## config.mk

```make
export PLATFORM = sky130hd
export DESIGN_NAME = inc_scheduler
export DESIGN_NICKNAME = d
export VERILOG_FILES = /design/src/rtl/inc_scheduler.sv
export SDC_FILE = /design/constraint.sdc
export NUM_CORES = 1
export LEC_CHECK = 0
export BUFFER_PORTS_ARGS = -buffer_cell sky130_fd_sc_hd__buf_4
export CORE_MARGIN = 1
export CORE_UTILIZATION = 55
export CTS_BUF_LIST = sky130_fd_sc_hd__clkbuf_8 sky130_fd_sc_hd__clkbuf_16
export CTS_CLUSTER_SIZE = 28
export DETAILED_ROUTE_END_ITERATION = 7
export PLACE_DENSITY = 0.81
export SLEW_MARGIN = 10
export SYNTH_ARGS = -nofsm -noshare
export SYNTH_HDL_FRONTEND = slang
export SYNTH_SLANG_ARGS = --single-unit
```

## constraint.sdc

```tcl
create_clock -name clk -period 5.55 [get_ports clk]
set_input_delay 1.3875 -clock clk [delete_from_list [all_inputs] [get_ports clk]]
set_output_delay 1.3875 -clock clk [all_outputs]
set_load 0.02 [all_outputs]
```

## src/rtl/inc_scheduler.sv

```systemverilog
// -----------------------------------------------------------------------------
// inc_scheduler
// Shares the per-digit increment path between DIGITS button requesters.
// Synchronized button levels are turned into press events plus hold-to-
// autorepeat events, paced by the clock scaler's tick. Events are latched
// one bit per requester and then granted one at a time by a round-robin
// arbiter as single-cycle, one-hot increment pulses.
//
// Ports
//   clk     in   1       system clock
//   reset   in   1       synchronous, active-high reset
//   req     in   DIGITS  synchronized button levels, bit j = digit j
//   tick    in   1       single-cycle timebase pulse
//   freeze  in   1       suppresses grants; events keep accumulating
//   grant   out  DIGITS  one-hot increment pulse, one cycle wide
//   busy    out  1       high while any event is pending
// -----------------------------------------------------------------------------
module inc_scheduler #(
    parameter int unsigned DIGITS       = 4,
    parameter int unsigned HOLD_TICKS   = 8,
    parameter int unsigned REPEAT_TICKS = 2,
    parameter int unsigned CNT_W        = 4
) (
    input  logic              clk,
    input  logic              reset,
    input  logic [DIGITS-1:0] req,
    input  logic              tick,
    input  logic              freeze,
    output logic [DIGITS-1:0] grant,
    output logic              busy
);

    localparam int unsigned PTR_W = (DIGITS > 1) ? $clog2(DIGITS) : 1;

    // Elaboration-time parameter sanity
    if (HOLD_TICKS < 1 || REPEAT_TICKS < 1) begin : g_bad_ticks
        $error("inc_scheduler: HOLD_TICKS and REPEAT_TICKS must be >= 1");
    end
    if (HOLD_TICKS > (2**CNT_W) - 1 || REPEAT_TICKS > (2**CNT_W) - 1) begin : g_bad_cnt_w
        $error("inc_scheduler: CNT_W too narrow for the tick thresholds");
    end

    typedef enum logic [1:0] {
        ST_IDLE   = 2'd0,
        ST_HOLD   = 2'd1,
        ST_REPEAT = 2'd2
    } state_t;

    // Registered state
    logic [DIGITS-1:0] r_req_d;
    logic [DIGITS-1:0] r_pending;
    logic [DIGITS-1:0] r_grant;
    logic              r_busy;
    logic [PTR_W-1:0]  r_rr_ptr;
    state_t            r_state [DIGITS];
    logic [CNT_W-1:0]  r_cnt   [DIGITS];

    // Combinational helpers
    logic [DIGITS-1:0] w_rise;
    logic [DIGITS-1:0] w_hold_hit;
    logic [DIGITS-1:0] w_rep_hit;
    logic [DIGITS-1:0] w_evt;
    logic [CNT_W-1:0]  w_cnt_inc [DIGITS];
    logic [PTR_W:0]    w_idx_sum;
    logic              w_found;
    logic [PTR_W-1:0]  w_sel;
    logic [PTR_W-1:0]  w_ptr_nxt;
    logic [DIGITS-1:0] w_clr;
    logic [DIGITS-1:0] w_pending_nxt;

    assign grant = r_grant;
    assign busy  = r_busy;

    // Event generation: press edges plus hold/repeat threshold hits on a tick.
    // A release in the same cycle as a tick wins, so no event on release.
    always_comb begin
        w_rise     = req & ~r_req_d;
        w_hold_hit = '0;
        w_rep_hit  = '0;
        w_evt      = '0;
        for (int j = 0; j < DIGITS; j++) begin
            w_cnt_inc[j]  = r_cnt[j] + CNT_W'(1);
            w_hold_hit[j] = (r_state[j] == ST_HOLD) && req[j] && tick &&
                            (w_cnt_inc[j] == CNT_W'(HOLD_TICKS));
            w_rep_hit[j]  = (r_state[j] == ST_REPEAT) && req[j] && tick &&
                            (w_cnt_inc[j] == CNT_W'(REPEAT_TICKS));
            w_evt[j]      = w_rise[j] | w_hold_hit[j] | w_rep_hit[j];
        end
    end

    // Round-robin pick: first pending index at or after r_rr_ptr, circularly
    always_comb begin
        w_found   = 1'b0;
        w_sel     = '0;
        w_idx_sum = '0;
        for (int i = 0; i < DIGITS; i++) begin
            w_idx_sum = {1'b0, r_rr_ptr} + (PTR_W+1)'(i);
            if (w_idx_sum >= (PTR_W+1)'(DIGITS)) begin
                w_idx_sum = w_idx_sum - (PTR_W+1)'(DIGITS);
            end
            if (!w_found && r_pending[w_idx_sum[PTR_W-1:0]]) begin
                w_found = 1'b1;
                w_sel   = w_idx_sum[PTR_W-1:0];
            end
        end

        w_clr     = '0;
        w_ptr_nxt = r_rr_ptr;
        if (!freeze && w_found) begin
            w_clr[w_sel] = 1'b1;
            w_ptr_nxt    = (w_sel == PTR_W'(DIGITS - 1)) ? '0 : w_sel + PTR_W'(1);
        end

        // A new event on the bit being granted survives the clear
        w_pending_nxt = (r_pending & ~w_clr) | w_evt;
    end

    // State register: edge detect, arbitration results and per-requester FSMs
    always_ff @(posedge clk) begin
        if (reset) begin
            r_req_d   <= '0;
            r_pending <= '0;
            r_grant   <= '0;
            r_busy    <= 1'b0;
            r_rr_ptr  <= '0;
            for (int j = 0; j < DIGITS; j++) begin
                r_state[j] <= ST_IDLE;
                r_cnt[j]   <= '0;
            end
        end else begin
            r_req_d   <= req;
            r_pending <= w_pending_nxt;
            r_grant   <= w_clr;
            r_busy    <= |w_pending_nxt;
            r_rr_ptr  <= w_ptr_nxt;

            for (int j = 0; j < DIGITS; j++) begin
                case (r_state[j])
                    ST_IDLE: begin
                        if (w_rise[j]) begin
                            r_state[j] <= ST_HOLD;
                            r_cnt[j]   <= '0;
                        end
                    end
                    ST_HOLD: begin
                        if (!req[j]) begin
                            r_state[j] <= ST_IDLE;
                        end else if (tick) begin
                            if (w_hold_hit[j]) begin
                                r_state[j] <= ST_REPEAT;
                                r_cnt[j]   <= '0;
                            end else begin
                                r_cnt[j]   <= w_cnt_inc[j];
                            end
                        end
                    end
                    ST_REPEAT: begin
                        if (!req[j]) begin
                            r_state[j] <= ST_IDLE;
                        end else if (tick) begin
                            if (w_rep_hit[j]) begin
                                r_cnt[j] <= '0;
                            end else begin
                                r_cnt[j] <= w_cnt_inc[j];
                            end
                        end
                    end
                    default: begin
                        r_state[j] <= ST_IDLE;
                        r_cnt[j]   <= '0;
                    end
                endcase
            end
        end
    end

endmodule

```

==> impl_metrics.py, run 1 <==
metrics = {
    "sta": {
        "timing.fmax_ghz": 0.416,
        "maxSlewHeadroom_pct": 60.7,
        "clock_skew_ns": 0.00596,
        "finalHoldViolCount": 0,
        "period_needed_ns": 2.40,
        "worst_pin_slew_ns": 0.585,
        "setup-tns-final_ns": 0,
        "finalSetupViolations": 0,
        "fin_crit_sh_pct": 43.3,
        "rsz0062_at_grt": "false",
        "slew_viol_final": 0,
    },
    "cts": {
        "post_cts_buffers": 0,
        "cts.htree.levels": 2,
        "cts_sinks": 39,
        "cts_made_buffers": 5,
        "clock_tree.buffer_depth": 2,
        "clk_latency_ns": 0.29,
        "path_clk_slew_ns": 0.07,
        "cts_tree": "yes",
        "cts_resized": 0,
        "cts_root_buffer": "clkbuf_8",
        "cts_hold_buffers": 0,
    },
    "worst_setup_path": {
        "worstRegToRegCells": 11,
        "r2r-start": "r_pending[3]",
        "r2r-end": "busy",
        "crit_path_end_kind": "flop",
        "cp.depth": 11,
        "path_class": "flop to flop",
        "path_max_fanout": 4,
        "required_ns": 5.71,
        "cp_cell_sequence": "inv_2 -> a22oi_1 -> o22ai_1 -> a31oi_1 -> nor2b_1 -> ha_1 -> inv_1 -> o21ai_0 -> nand2_1 -> nor3b_1 -> a41oi_2",
        "rrSetupSlack_ns": 3.15,
        "crit_slowest_cell": "dfxtp_1",
        "path_delay_family": "compound AO/OA/AOI/OAI gates",
        "path_buf_inv": 2,
        "arrival_ns": 2.56,
        "startpoint_type": "flop",
        "cpPeakStageDelay_ns": 0.42,
    },
    "grt": {
        "track_usage_pct": 23.3,
        "grt_pass1_wl_mm": 8.11,
        "grt_pass1_vias": 1846,
        "grt_overflow_total": 0,
        "antenna_found_initial": 0,
        "grt_max_degree": 29,
    },
    "synthesis": {
        "syn_nets": 285,
        "synth_edf_count": 24,
        "yosys-top-cells-area": "edfxtp_1 (30%), dfxtp_1 (12%), ha_1 (8.2%)",
        "synth_area_per_cell_um2": 9.36,
        "ys_ff_latch": 39,
        "yosysTopAreaCell": "edfxtp_1",
        "synth_top_area_share_pct": 29.5,
        "synthDistinctLibCells": 55,
        "yosys_warnings": 0,
        "synth_seq_area_share_pct": 41.8,
        "synthesis.area_mm2": 0.00244,
        "syn_inst": 261,
        "synth_ff_type": "edfxtp_1",
        "async_flop_share_pct": 0,
    },
    "final_layout": {
        "final_area_mm2": 0.00267,
        "insertedDiodeCount": 0,
        "syn_to_final_growth_pct": 9.32,
        "fillers": 346,
        "layout_common_cells": "edfxtp_1 (24), nand2_1 (21), nor2_1 (21)",
        "drive_gt1_share_pct": 9.82,
        "finalNonFillerCells": 325,
        "multi_input_area_mm2": 0.00133,
        "nNetsFinal": 298,
        "seq_area_mm2": 0.00102,
        "final_common_cell": "edfxtp_1",
    },
    "min_path": {
        "hold_depth": 1,
        "min_to": "r_state[2][0]",
        "hp-class": "flop to flop",
        "hold_path.startpoint": "r_req_d[2]",
    },
    "routing": {
        "drc": 0,
        "vias": 1942,
        "wire_per_inst_um": 14.3,
        "dr.pass1.iters": 4,
        "viasPerCell": 5.98,
        "first_iter_violations": 130,
        "routed_wl_mm": 4.65,
        "postRouteAntennaNets": 0,
    },
    "floorplan": {
        "num_rows": 23,
        "die_area_mm2": 0.00471,
        "die_y_um": 68.6,
        "io-pin-count": 13,
        "start_util_pct": 58.9,
        "core_area_mm2": 0.00414,
        "dieWidth_um": 68.6,
    },
    "pwr": {
        "switching_share_pct": 30.0,
        "p_leak_nw": 1.00,
        "p_total_w": 0.000731,
        "internal_power_w": 0.000512,
        "combPwrFrac_pct": 19.6,
        "power.share.sequential_pct": 51.4,
        "power.density_mw_per_mm2": 274,
        "vdd_ir_drop_max_uv": 171,
        "p_switching_w": 0.000220,
        "power_frac_clock_pct": 29.0,
    },
    "placement": {
        "gp_congestion": 0.843,
        "hpwl_mm": 3.44,
        "placed_area_mm2": 0.00257,
        "dp.cells": 317,
        "portBuffers": 12,
    },
    "job": {
        "drv_cap": 0,
    },
    "status": {
        "status": "finished, final reports clean",
    },
}
==> sequential cells by signal, indices dropped and copies added (netlist names) <==
name and count:
r_state 8, r_cnt 16, r_rr_ptr 2, grant 4, r_req_d 4, r_pending 4
busy 1
==> power by group through the flow <==
stage / Combinational, W / Clock (W) / Sequential (W)
CTS: 0.000143 / 0.000210 / 0.000375
global placement: 0.000138 / 0 / 0.000380
floorplan: 0.000112 / 0 / 0.000373
global route: 0.000163 / 0.000219 / 0.000382
finish: 0.000144 / 0.000212 / 0.000376
detailed placement: 0.000142 / 0 / 0.000382
==> cell families after synthesis <==
group,Yosys count,share of synthesized area (%)
AND/OR/NAND/NOR,120,27.2
AO/OA/AOI/OAI,53,15.5
flip-flops,39,41.8
buffers and inverters,23,3.64
adder cells (fa/ha/maj),16,8.20
XOR/XNOR,8,2.87
multiplexers,2,0.820
==> stage by stage <==
stage	utilization [%]	setup slack [ns]	hold slack (ns)
4_1_cts	64.4	3.16	0.527
5_1_grt	64.4	2.94	0.551
3_3_place_gp	62.0	2.90	0.516
2_1_floorplan	-	3.03	0.494
6_report	64.4	3.15	0.523
3_5_place_dp	62.0	2.85	0.509
==> layer usage <==
metal	global-route usage (%)	vias to the layer above	wire [um]
li1	-	989	-
met1	31.3	902	2200
met2	37.5	44	2140
met3	4.61	7	246
met4	7.55	0	64
met5	0	-	0
==> how the worst max path moves through the flow <==
stage	start	end	slack, ns
6_report	r_pending[3]	busy	3.15
3_5_place_dp	reset	r_cnt[3][0]	2.85
2_1_floorplan	reset	r_cnt[3][0]	3.03
4_1_cts	reset	r_cnt[3][0]	3.16
3_3_place_gp	reset	r_cnt[3][1]	2.90
5_1_grt	r_rr_ptr[1]	busy	2.94
==> final cells by class <==
type / count / area share (%)
clock inverters: 1 / 0.141
repair buffers: 12 / 3.37
multi-input cells: 199 / 49.9
inverters: 17 / 2.39
well taps: 50 / 2.34
flip-flops and latches: 39 / 38.2
clock buffers: 7 / 3.61
==> cells in the mapped netlist, types with 3 or more instances <==
master	count
ha_1	16
nor3_1	20
a21oi_1	13
inv_1	16
nor3b_1	3
xnor2_1	5
nor2_1	21
and2_1	4
nand2_1	21
nor4_1	10
xor2_1	3
nand2b_1	5
or3_1	4
edfxtp_1	24
nor2b_1	11
clkbuf_1	3
nand3b_1	3
o21ai_1	4
dfxtp_1	15
nand3_1	7
o21ai_0	7
No activity file was read; power rests on OpenSTA's default activity.
==> run 2: changes to the inputs <==
- PLACE_DENSITY: 0.81 -> 0.84
- clock period: 5.55 -> 2.1 ns (I/O delays scaled with it)
==> run 2 against run 1 <==
Critical path type unchanged. The run now ends with negative setup slack left. Sequential cell count is the same. Hold slack lost 0.12 ns. Final area grew 6.6%. Wire length grew 16%. First-iteration DRC count grew 140%.
==> impl_metrics.py, run 2 (synthesized netlist as in run 1, its figures left out) <==
metrics = {
    "status": {
        "status": "finished with violations",
        "violations": "negative setup slack",
    },
    "floorplan": {
        "core_area_mm2": 0.00414,
        "num_rows": 23,
        "io-pin-count": 13,
        "die_area_mm2": 0.00471,
        "die_y_um": 68.6,
        "start_util_pct": 58.9,
        "dieWidth_um": 68.6,
    },
    "cts": {
        "cts_root_buffer": "clkbuf_8",
        "cts_hold_buffers": 0,
        "clk_latency_ns": 0.29,
        "cts_sinks": 39,
        "cts.htree.levels": 2,
        "clock_tree.buffer_depth": 2,
        "cts_made_buffers": 5,
        "cts_tree": "yes",
        "path_clk_slew_ns": 0.07,
    },
    "routing": {
        "postRouteAntennaNets": 0,
        "dr.pass1.iters": 4,
        "first_iter_violations": 314,
        "viasPerCell": 6.08,
        "routed_wl_mm": 5.41,
        "drc": 0,
        "wire_per_inst_um": 15.7,
        "vias": 2098,
    },
    "sta": {
        "period_needed_ns": 2.12,
        "worst_pin_slew_ns": 0.436,
        "timing.fmax_ghz": 0.471,
        "finalHoldViolCount": 0,
        "finalSetupViolations": 1,
        "fin_ws_ns": -0.0212,
        "fin_crit_sh_pct": 101,
        "clock_skew_ns": 0.00186,
        "maxSlewHeadroom_pct": 70.2,
        "slew_viol_final": 0,
        "rsz0062_at_grt": "true",
    },
    "placement": {
        "placed_area_mm2": 0.00271,
        "hpwl_mm": 3.74,
        "portBuffers": 12,
        "gp_congestion": 0.852,
        "dp.cells": 336,
    },
    "min_path": {
        "hold_depth": 2,
        "hp-class": "input pin to flop",
    },
    "worst_setup_path": {
        "required_ns": 2.27,
        "path_class": "flop to flop",
        "startpoint_type": "flop",
        "arrival_ns": 2.29,
        "path_buf_inv": 2,
        "cp.depth": 11,
        "path_delay_family": "compound AO/OA/AOI/OAI gates",
        "crit_slowest_cell": "dfxtp_2",
        "worstRegToRegCells": 11,
        "cpPeakStageDelay_ns": 0.36,
        "cp_cell_sequence": "inv_1 -> a22oi_1 -> o22ai_1 -> a31oi_1 -> nor2b_4 -> ha_1 -> inv_1 -> o21ai_1 -> nand2_1 -> nor3b_2 -> a41oi_2",
        "crit_path_end_kind": "flop",
        "worst_path_most_repeated_cell": "inv_1",
        "path_max_fanout": 4,
    },
    "final_layout": {
        "insertedDiodeCount": 0,
        "syn_to_final_growth_pct": 16.5,
        "final_area_mm2": 0.00285,
        "finalNonFillerCells": 345,
        "fillers": 326,
        "layout_common_cells": "buf_4 (32), edfxtp_1 (24), nand2_1 (21), nor2_1 (21), nor3_1 (20)",
        "largestRegisters": "r_cnt: 16 flops, r_state: 8 flops",
        "largest_reg_flops": 16,
        "final_common_cell": "buf_4",
        "drive_gt1_share_pct": 17.6,
        "nNetsFinal": 318,
        "regMostFlops": "r_cnt",
    },
    "pwr": {
        "p_leak_nw": 1.11,
        "vdd_ir_drop_max_uv": 327,
        "power.density_mw_per_mm2": 702,
        "p_total_w": 0.00200,
    },
    "grt": {
        "grt_max_degree": 26,
        "busiest_layer": "met2",
        "grt_use_met2_pct": 40.0,
        "grt_overflow_total": 0,
        "track_usage_pct": 24.8,
        "grt_pass1_vias": 1877,
        "antenna_found_initial": 0,
        "grt_pass1_wl_mm": 8.54,
        "grt_use_met3_pct": 5.10,
        "gr-usage-met1_pct": 32.5,
    },
    "job": {
        "drv_cap": 0,
    },
}
==> run 2: changes by cell type in the layout (fill, tap and decap cells not counted), moves of 2 or more <==
cell / delta
dfxtp_2: +2
buf_4: +20
dfxtp_1: -2
o21ai_1: +2
o21ai_0: -2
==> run 2: repair_timing <==
item | 4_1_cts | 5_1_grt
cloned | 0 | 0
resized for setup | 2 | 8
buffers inserted | 0 | 1
endpoints found under the setup margin | 2 | 6
pin swaps | 0 | 1
==> run 2: metrics by stage <==
step	hold slack, ns	setup WS [ns]	TNS [ns]	util [%]
floorplan	0.494	0.125	0	-
global placement	0.509	0.116	0	65.5
detailed placement	0.543	-0.0578	-0.0578	65.5
CTS	0.405	0.00391	0	67.8
global route	0.409	-0.172	-0.465	68.7
finish	0.406	-0.0212	-0.0212	68.7
==> run 2: layer usage <==
layer | vias to the layer above | routed length (um)
met5 | - | 0
met4 | 0 | 108
met3 | 12 | 375
met2 | 82 | 2590
met1 | 974 | 2340
li1 | 1030 | -
==> run 2: path summary, 6_finish.rpt <==
check	slack, ns	end	from
setup / recovery	-0.02	busy	r_rr_ptr[1]
hold / removal	0.41	r_req_d[3]	reset
setup reg to reg	-0.02	busy	r_rr_ptr[1]
hold reg to reg	0.56	r_state[2][0]	r_req_d[2]
==> run 2: power by group <==
part	switching (W)	internal [W]
Clock	0.000264	0.000258
Sequential	0.0000810	0.000893
Combinational	0.000279	0.000222
==> run 2: area by class of cell <==
cell class	count	area, um^2	area share (%)
inverters	17	63.8	2.24
repair buffers	32	240	8.44
flip-flops and latches	39	1020	36.0
clock inverters	2	7.51	0.264
well taps	50	62.6	2.20
multi-input cells	199	1370	48.0
clock buffers	6	82.6	2.90
